File: src/rtl/vga_sync_gen.sv
// VGA 640x480@60 timing generator with a one-pixel registered output stage.
// Define VGA_SYNC_FRAME_CNT_EN to add the 16-bit frame_count output.
module vga_sync_gen #(
  parameter int H_DISPLAY = 640,
  parameter int H_FRONT   = 16,
  parameter int H_SYNC    = 96,
  parameter int H_BACK    = 48,
  parameter int V_DISPLAY = 480,
  parameter int V_FRONT   = 10,
  parameter int V_SYNC    = 2,
  parameter int V_BACK    = 33,
  parameter int PIX_DIV   = 4
) (
  input  logic        clk_100MHz,
  input  logic        reset,
  input  logic [11:0] rgb_in,
  output logic        p_tick,
  output logic [9:0]  x,
  output logic [9:0]  y,
  output logic        in_display_area,
  output logic        hsync,
  output logic        vsync,
  output logic [11:0] rgb_out,
  output logic        frame_start
`ifdef VGA_SYNC_FRAME_CNT_EN
  ,
  output logic [15:0] frame_count
`endif
);

  localparam int H_TOTAL = H_DISPLAY + H_FRONT + H_SYNC + H_BACK;
  localparam int V_TOTAL = V_DISPLAY + V_FRONT + V_SYNC + V_BACK;
  localparam int DW = (PIX_DIV > 1) ? $clog2(PIX_DIV) : 1;

  localparam logic [DW-1:0] DIV_LAST = DW'(PIX_DIV - 1);
  localparam logic [9:0] X_LAST = 10'(H_TOTAL - 1);
  localparam logic [9:0] Y_LAST = 10'(V_TOTAL - 1);
  localparam logic [9:0] X_VIS  = 10'(H_DISPLAY);
  localparam logic [9:0] Y_VIS  = 10'(V_DISPLAY);
  localparam logic [9:0] HS_BEG = 10'(H_DISPLAY + H_FRONT);
  localparam logic [9:0] HS_END = 10'(H_DISPLAY + H_FRONT + H_SYNC);
  localparam logic [9:0] VS_BEG = 10'(V_DISPLAY + V_FRONT);
  localparam logic [9:0] VS_END = 10'(V_DISPLAY + V_FRONT + V_SYNC);

  logic [DW-1:0] div;
  logic [9:0]    x_next;
  logic [9:0]    y_next;
  logic          x_wrap;
  logic          y_wrap;
  logic          hsync_s1;
  logic          vsync_s1;

  assign p_tick      = (div == DIV_LAST);
  assign x_wrap      = (x == X_LAST);
  assign y_wrap      = (y == Y_LAST);
  assign frame_start = p_tick & x_wrap & y_wrap;

  always_comb begin
    x_next = x + 10'd1;
    y_next = y;
    if (x_wrap) begin
      x_next = '0;
      y_next = y_wrap ? '0 : y + 10'd1;
    end
  end

  // Decoded from registered counters so the wrap clock cannot glitch them
  assign hsync_s1 = !((x >= HS_BEG) && (x < HS_END));
  assign vsync_s1 = !((y >= VS_BEG) && (y < VS_END));

  always_ff @(posedge clk_100MHz or posedge reset) begin
    if (reset) begin
      div <= '0;
    end else if (p_tick) begin
      div <= '0;
    end else begin
      div <= div + 1'b1;
    end
  end

  always_ff @(posedge clk_100MHz or posedge reset) begin
    if (reset) begin
      x               <= '0;
      y               <= '0;
      in_display_area <= 1'b1;
    end else if (p_tick) begin
      x               <= x_next;
      y               <= y_next;
      in_display_area <= (x_next < X_VIS) && (y_next < Y_VIS);
    end
  end

  always_ff @(posedge clk_100MHz or posedge reset) begin
    if (reset) begin
      rgb_out <= 12'h000;
      hsync   <= 1'b1;
      vsync   <= 1'b1;
    end else if (p_tick) begin
      rgb_out <= in_display_area ? rgb_in : 12'h000;
      hsync   <= hsync_s1;
      vsync   <= vsync_s1;
    end
  end

`ifdef VGA_SYNC_FRAME_CNT_EN
  always_ff @(posedge clk_100MHz or posedge reset) begin
    if (reset) begin
      frame_count <= '0;
    end else if (frame_start) begin
      frame_count <= frame_count + 16'd1;
    end
  end
`endif

endmodule

File: config.mk
export PLATFORM = sky130hd
export DESIGN_NAME = vga_sync_gen
export DESIGN_NICKNAME = d
export VERILOG_FILES = /design/src/rtl/vga_sync_gen.sv
export SDC_FILE = /design/constraint.sdc
export NUM_CORES = 1
export LEC_CHECK = 0
export CORE_MARGIN = 5
export CORE_UTILIZATION = 48
export CTS_BUF_LIST = sky130_fd_sc_hd__clkbuf_16
export CTS_CLUSTER_DIAMETER = 200
export CTS_CLUSTER_SIZE = 8
export DETAILED_ROUTE_END_ITERATION = 12
export PLACE_DENSITY = 0.79
export SYNTH_ARGS = -nofsm -noshare
export SYNTH_HDL_FRONTEND = slang
export SYNTH_SLANG_ARGS = --single-unit
File: constraint.sdc
create_clock -name clk_100MHz -period 2.3 [get_ports clk_100MHz]
set_input_delay 0.23 -clock clk_100MHz [delete_from_list [all_inputs] [get_ports clk_100MHz]]
set_output_delay 0.23 -clock clk_100MHz [all_outputs]
set_load 0.05 [all_outputs]
# After elaboration in Yosys (flattened, before gate mapping)
# Index checks and enable logic that the tools add are counted.
# W data, S select, Z words.
[op_classes]
addsub = 3
order_cmp = 6
eq_ne = 3
muxes = 5
bitwise = 2
reduce_logical = 5
[op_table]
columns = ["op", "n"]
rows = [
  ["$mux W10", 3],
  ["$add A10 B1 Y10 const B", 2],
  ["$eq A10 B10 Y1 const B", 2],
  ["$lt A10 B10 Y1 const B", 2],
  ["$lt A10 B9 Y1 const B", 2],
  ["$mux W12", 1],
  ["$ge A10 B10 Y1 const B", 1],
  ["$ge A10 B9 Y1 const B", 1],
  ["$logic_and A1 B1 Y1", 3],
  ["$add A2 B1 Y2 const B", 1],
  ["$and A1 B1 Y1", 2],
  ["$eq A2 B2 Y1 const B", 1],
  ["$logic_not A1 Y1", 2],
  ["$mux W2", 1],
]
[word_totals]
ff_bits = 37
output_inout_bits = 37
inputBits = 14
wordCells = 31

# Logic depth before layout (Yosys ltp)
[depth]
word_depth = 5
ltp_mapped = 7
depth_no_buf = 7

# Worst setup path before layout
# OpenSTA, ideal clock, no wires.
[synth_path]
path_kind = "register -> output"
start = "reg x[1]"
end = "out frame_start"
arrival_time_ns = 2.196
setup_slack_ns = -0.126
required_ns = 2.070
path_stages_with_launch = 5
path_buffers = 0
cell_sequence = "dfrtp_1 -> ha_1 -> and4_4 -> nand4_1 -> nor2_1"
[synth_via]
elab_chain_len = 3
[synth_lines]
columns = ["element", "line_no", "source"]
rows = [
  ["start: declaration", "18", "output logic [9:0] x,"],
  ["start signal: assignment", "87", "x <= x_next;"],
  ["$eq A10 B10 Y1", "54", "assign x_wrap = (x == X_LAST);"],
  ["$and A1 B1 Y1 (2 in series)", "56", "assign frame_start = p_tick & x_wrap & y_wrap;"],
  ["end: declaration", "24", "output logic frame_start"],
]
# Every way passes these cells.

# Worst setup path after layout
[layout_path]
start = "reg x[0]"
end = "out frame_start"
# Same word-level chain as after synthesis.

==> summary.txt <==
GRT
  • Initial antenna violation count: 0
  • Gr ovfl total: 0
  • Global-route wire length before repair: 7530 um
  • Vias in the first global route: 1549
  • Largest net degree at the start of global routing: 38
  • Total track usage: 18.2%

Floorplan
  • I/O pin cnt: 51
  • Die Wd: 73.3 um
  • Initial core utilization: 48.8%
  • Core area: 0.00394 mm^2
  • Die height: 73.3 um
  • Rows: 23
  • DIE AREA: 0.00538 mm^2

Logic synthesis
  • Number of synthesized flops with an enable pin: 0
  • Async SR Flop Fraction: 100%
  • Syn Inst Count: 191
  • Flops & latches, synth: 37
  • Netlist cell types: 51
  • Synth Cell Area: 0.00193 mm^2
  • YS warnings: 0
  • Most common flop cell mapped by yosys: dfrtp_1
  • Seq/Total Area, Yosys: 48.3%
  • Synth Area per Inst: 10.1 um^2
  • Synthesized net count: 211

Routing
  • DRC Markers: 0
  • Routed wire length: 4560 um
  • Via count: 1642
  • Antenna viol nets, final: 0
  • Detailed Routing Iterations Pass 1: 4
  • WL per Instance: 15.4 um
  • DR iter-0 viols: 123
  • Vias per inst: 5.57

Setup path
  • Critical Path AT: 1830 ps
  • Worst Path Buf+Inv: 1
  • Critical Path Source Type: flop
  • Critical Path Fanout Max: 7
  • CP top delay family: simple AND/OR/NAND/NOR gates
  • CP max-delay cell: dfrtp_1
  • Max stage delay on crit path: 450 ps
  • Crit Path Class: flop to output port
  • Worst Path Required: 2070 ps
  • Endpoint type of the worst setup path: output port
  • Crit-path cells: ha_1, and4_4, nand4_1, nor2_2, buf_12

Timing
  • Unrepaired setup endpoints after global routing: no
  • Final Critical Period: 2060 ps
  • Setup skew after layout: 5.23 ps
  • Achievable Freq: 486 MHz
  • Rel. slew slack: 65.4%
  • Final setup violation count: 0
  • Setup total negative slack: 0 ps
  • Worst Max-Slew Pin Slew: 518 ps
  • Final Cycle Share: 89.5%
  • Max-slew violations: 0
  • Hold Vio Cnt, Final: 0
  • Final worst setup slack: 243 ps

Clock tree
  • CTS tree: yes
  • Clock latency on the worst-skew pair: 280 ps
  • H-tree depth: 2
  • CTS sink count: 37
  • Total CTS buffers: 5
  • Post-CTS Resized: 0
  • Clock root buffer master: clkbuf_16
  • CTS Hold Bufs: 0
  • Reg clk slew, reported paths: 60 ps
  • Clock Tree Buf Depth: 2

Pwr
  • Peak VDD IR: 0.000501 V
  • PD cells: 576 mW/mm^2
  • Lkg Pwr: 0.00110 uW

Placement
  • Final Wtd Congestion: 0.886
  • Cell Area, Placed: 0.00248 mm^2
  • Pre-CTS WS: 361 ps
  • HPWL Detailed: 3230 um
  • # port buffers: 50

Cells and area
  • Fraction of layout cells with a size suffix above 1: 11.4%
  • Finished layout cell area: 0.00266 mm^2
  • Layout area overhead: 38.3%
  • Diode count: 0
  • Nets: 264

Run status
  • Outcome: completed

Run
  • Max-capacitance violation count: 0

Worst hold path
  • Worst hold path class: primary input to asynchronous set/reset pin
==> sequential cells by signal (all words and copies together), names as in the netlist <==
signal and count:
in_display_area 1, hsync 1, div 2, y 10, vsync 1, x 10
rgb_out 12
==> power breakdown <==
part / switching, uW / internal [uW] / total (uW) / leakage, uW
sequential: 5.94 / 662 / 668 / 0.000464
clock: 252 / 505 / 757 / 0.0000850
combinational: 61.6 / 46.6 / 108 / 0.000555
==> kinds of logic (layout without fill, tap and decap cells) <==
kind of cell | count (synthesis) | in the layout | share of synthesized area, %
AOI/OAI and AO/OA | 42 | 42 | 15.4
xor gates and xnor gates | 8 | 8 | 3.64
adders and majority gates | 6 | 6 | 3.90
buffers and inverters | 20 | 74 | 4.61
DFF | 37 | 37 | 48.3
muxes | 2 | 2 | 1.10
and+or+nand+nor | 76 | 76 | 23.1
==> placed cells by master, fill, tap and decap left out, types with 2 or more instances in the layout <==
cell type and n:
nand3_1 14, nor3_1 5, nand4_1 7, buf_4 9, nor2_1 12, o31ai_1 2
nor3b_1 2, o21ai_0 12, inv_1 8, nand4_2 2, and4_1 2, o2bb2ai_1 2
nand2_1 15, a22o_1 11, xor2_1 3, clkbuf_16 5, nand4b_1 2, dfstp_2 3
a21oi_1 4, dfrtp_1 34, xnor2_1 5, clkdlybuf4s50_1 48, ha_1 6
==> worst reg2reg max path, cell delays in order (launching register included) <==
cell and delay (ps):
dfrtp_1 450, ha_1 260, nand4_2 200, nor4_4 380, xnor2_1 160, o311ai_1 100, o32ai_1 260
==> routing by layer <==
metal	track usage, %	vias to the layer above	share of wire [%]
met5	0	-	0
met4	6.04	0	1.2
met3	3.97	4	5.8
met2	26.6	49	47
met1	26.6	780	46
li1	-	809	-
==> synth_stat cells, types with 2 or more instances <==
library cell,n,area (um^2)
dfrtp_1,34,851
nand2_1,15,56.3
nand3_1,14,70.1
nor2_1,13,48.8
o21ai_0,12,60.1
a22o_1,11,96.3
inv_1,7,26.3
nand4_1,7,43.8
clkbuf_1,6,22.5
ha_1,6,75.1
buf_2,5,25.0
nor3_1,5,25.0
xnor2_1,5,43.8
a21oi_1,4,20.0
dfstp_2,3,78.8
xor2_1,3,26.3
and4_1,2,17.5
nand4_2,2,25.0
nand4b_1,2,17.5
nor3b_1,2,15.0
o2bb2ai_1,2,17.5
o31ai_1,2,15.0
==> repair_timing <==
item	4_1_cts	5_1_grt
endpoints found under the setup margin	0	1
setup buffers	0	3
endpoints found under the hold margin	0	0
==> area by class of cell <==
type                            instances  area, um^2
Fill cell                             310        1280
Timing Repair Buffer                   58         568
Multi-Input combinational cell        134         910
Inverter                                8        30.0
Clock inverter                          3        38.8
Sequential cell                        37         930
Clock buffer                            5         125
Tap cell                               50        62.6
==> worst paths after layout <==
kind	from	endpoint	slack (ps)	cells past startpoint
max	x[0]	frame_start	240	5
min	reset	x[2]	360	3
max reg2reg	x[0]	in_display_area	390	6
min reg2reg	div[0]	div[0]	430	1
max in group asynchronous	reset	vsync	1590	3
min in group clk_100MHz	div[0]	div[0]	430	1
==> through the flow <==
step	total power [uW]	util [%]	instances	hold WS, ps
after floorplan	737	-	191	359
after global placement	788	62.8	284	419
after detailed placement	789	62.8	284	420
after CTS	1540	67.0	292	376
after global routing	1580	67.6	295	419
final	1530	67.6	295	362
No activity file was read; power rests on OpenSTA's default activity.
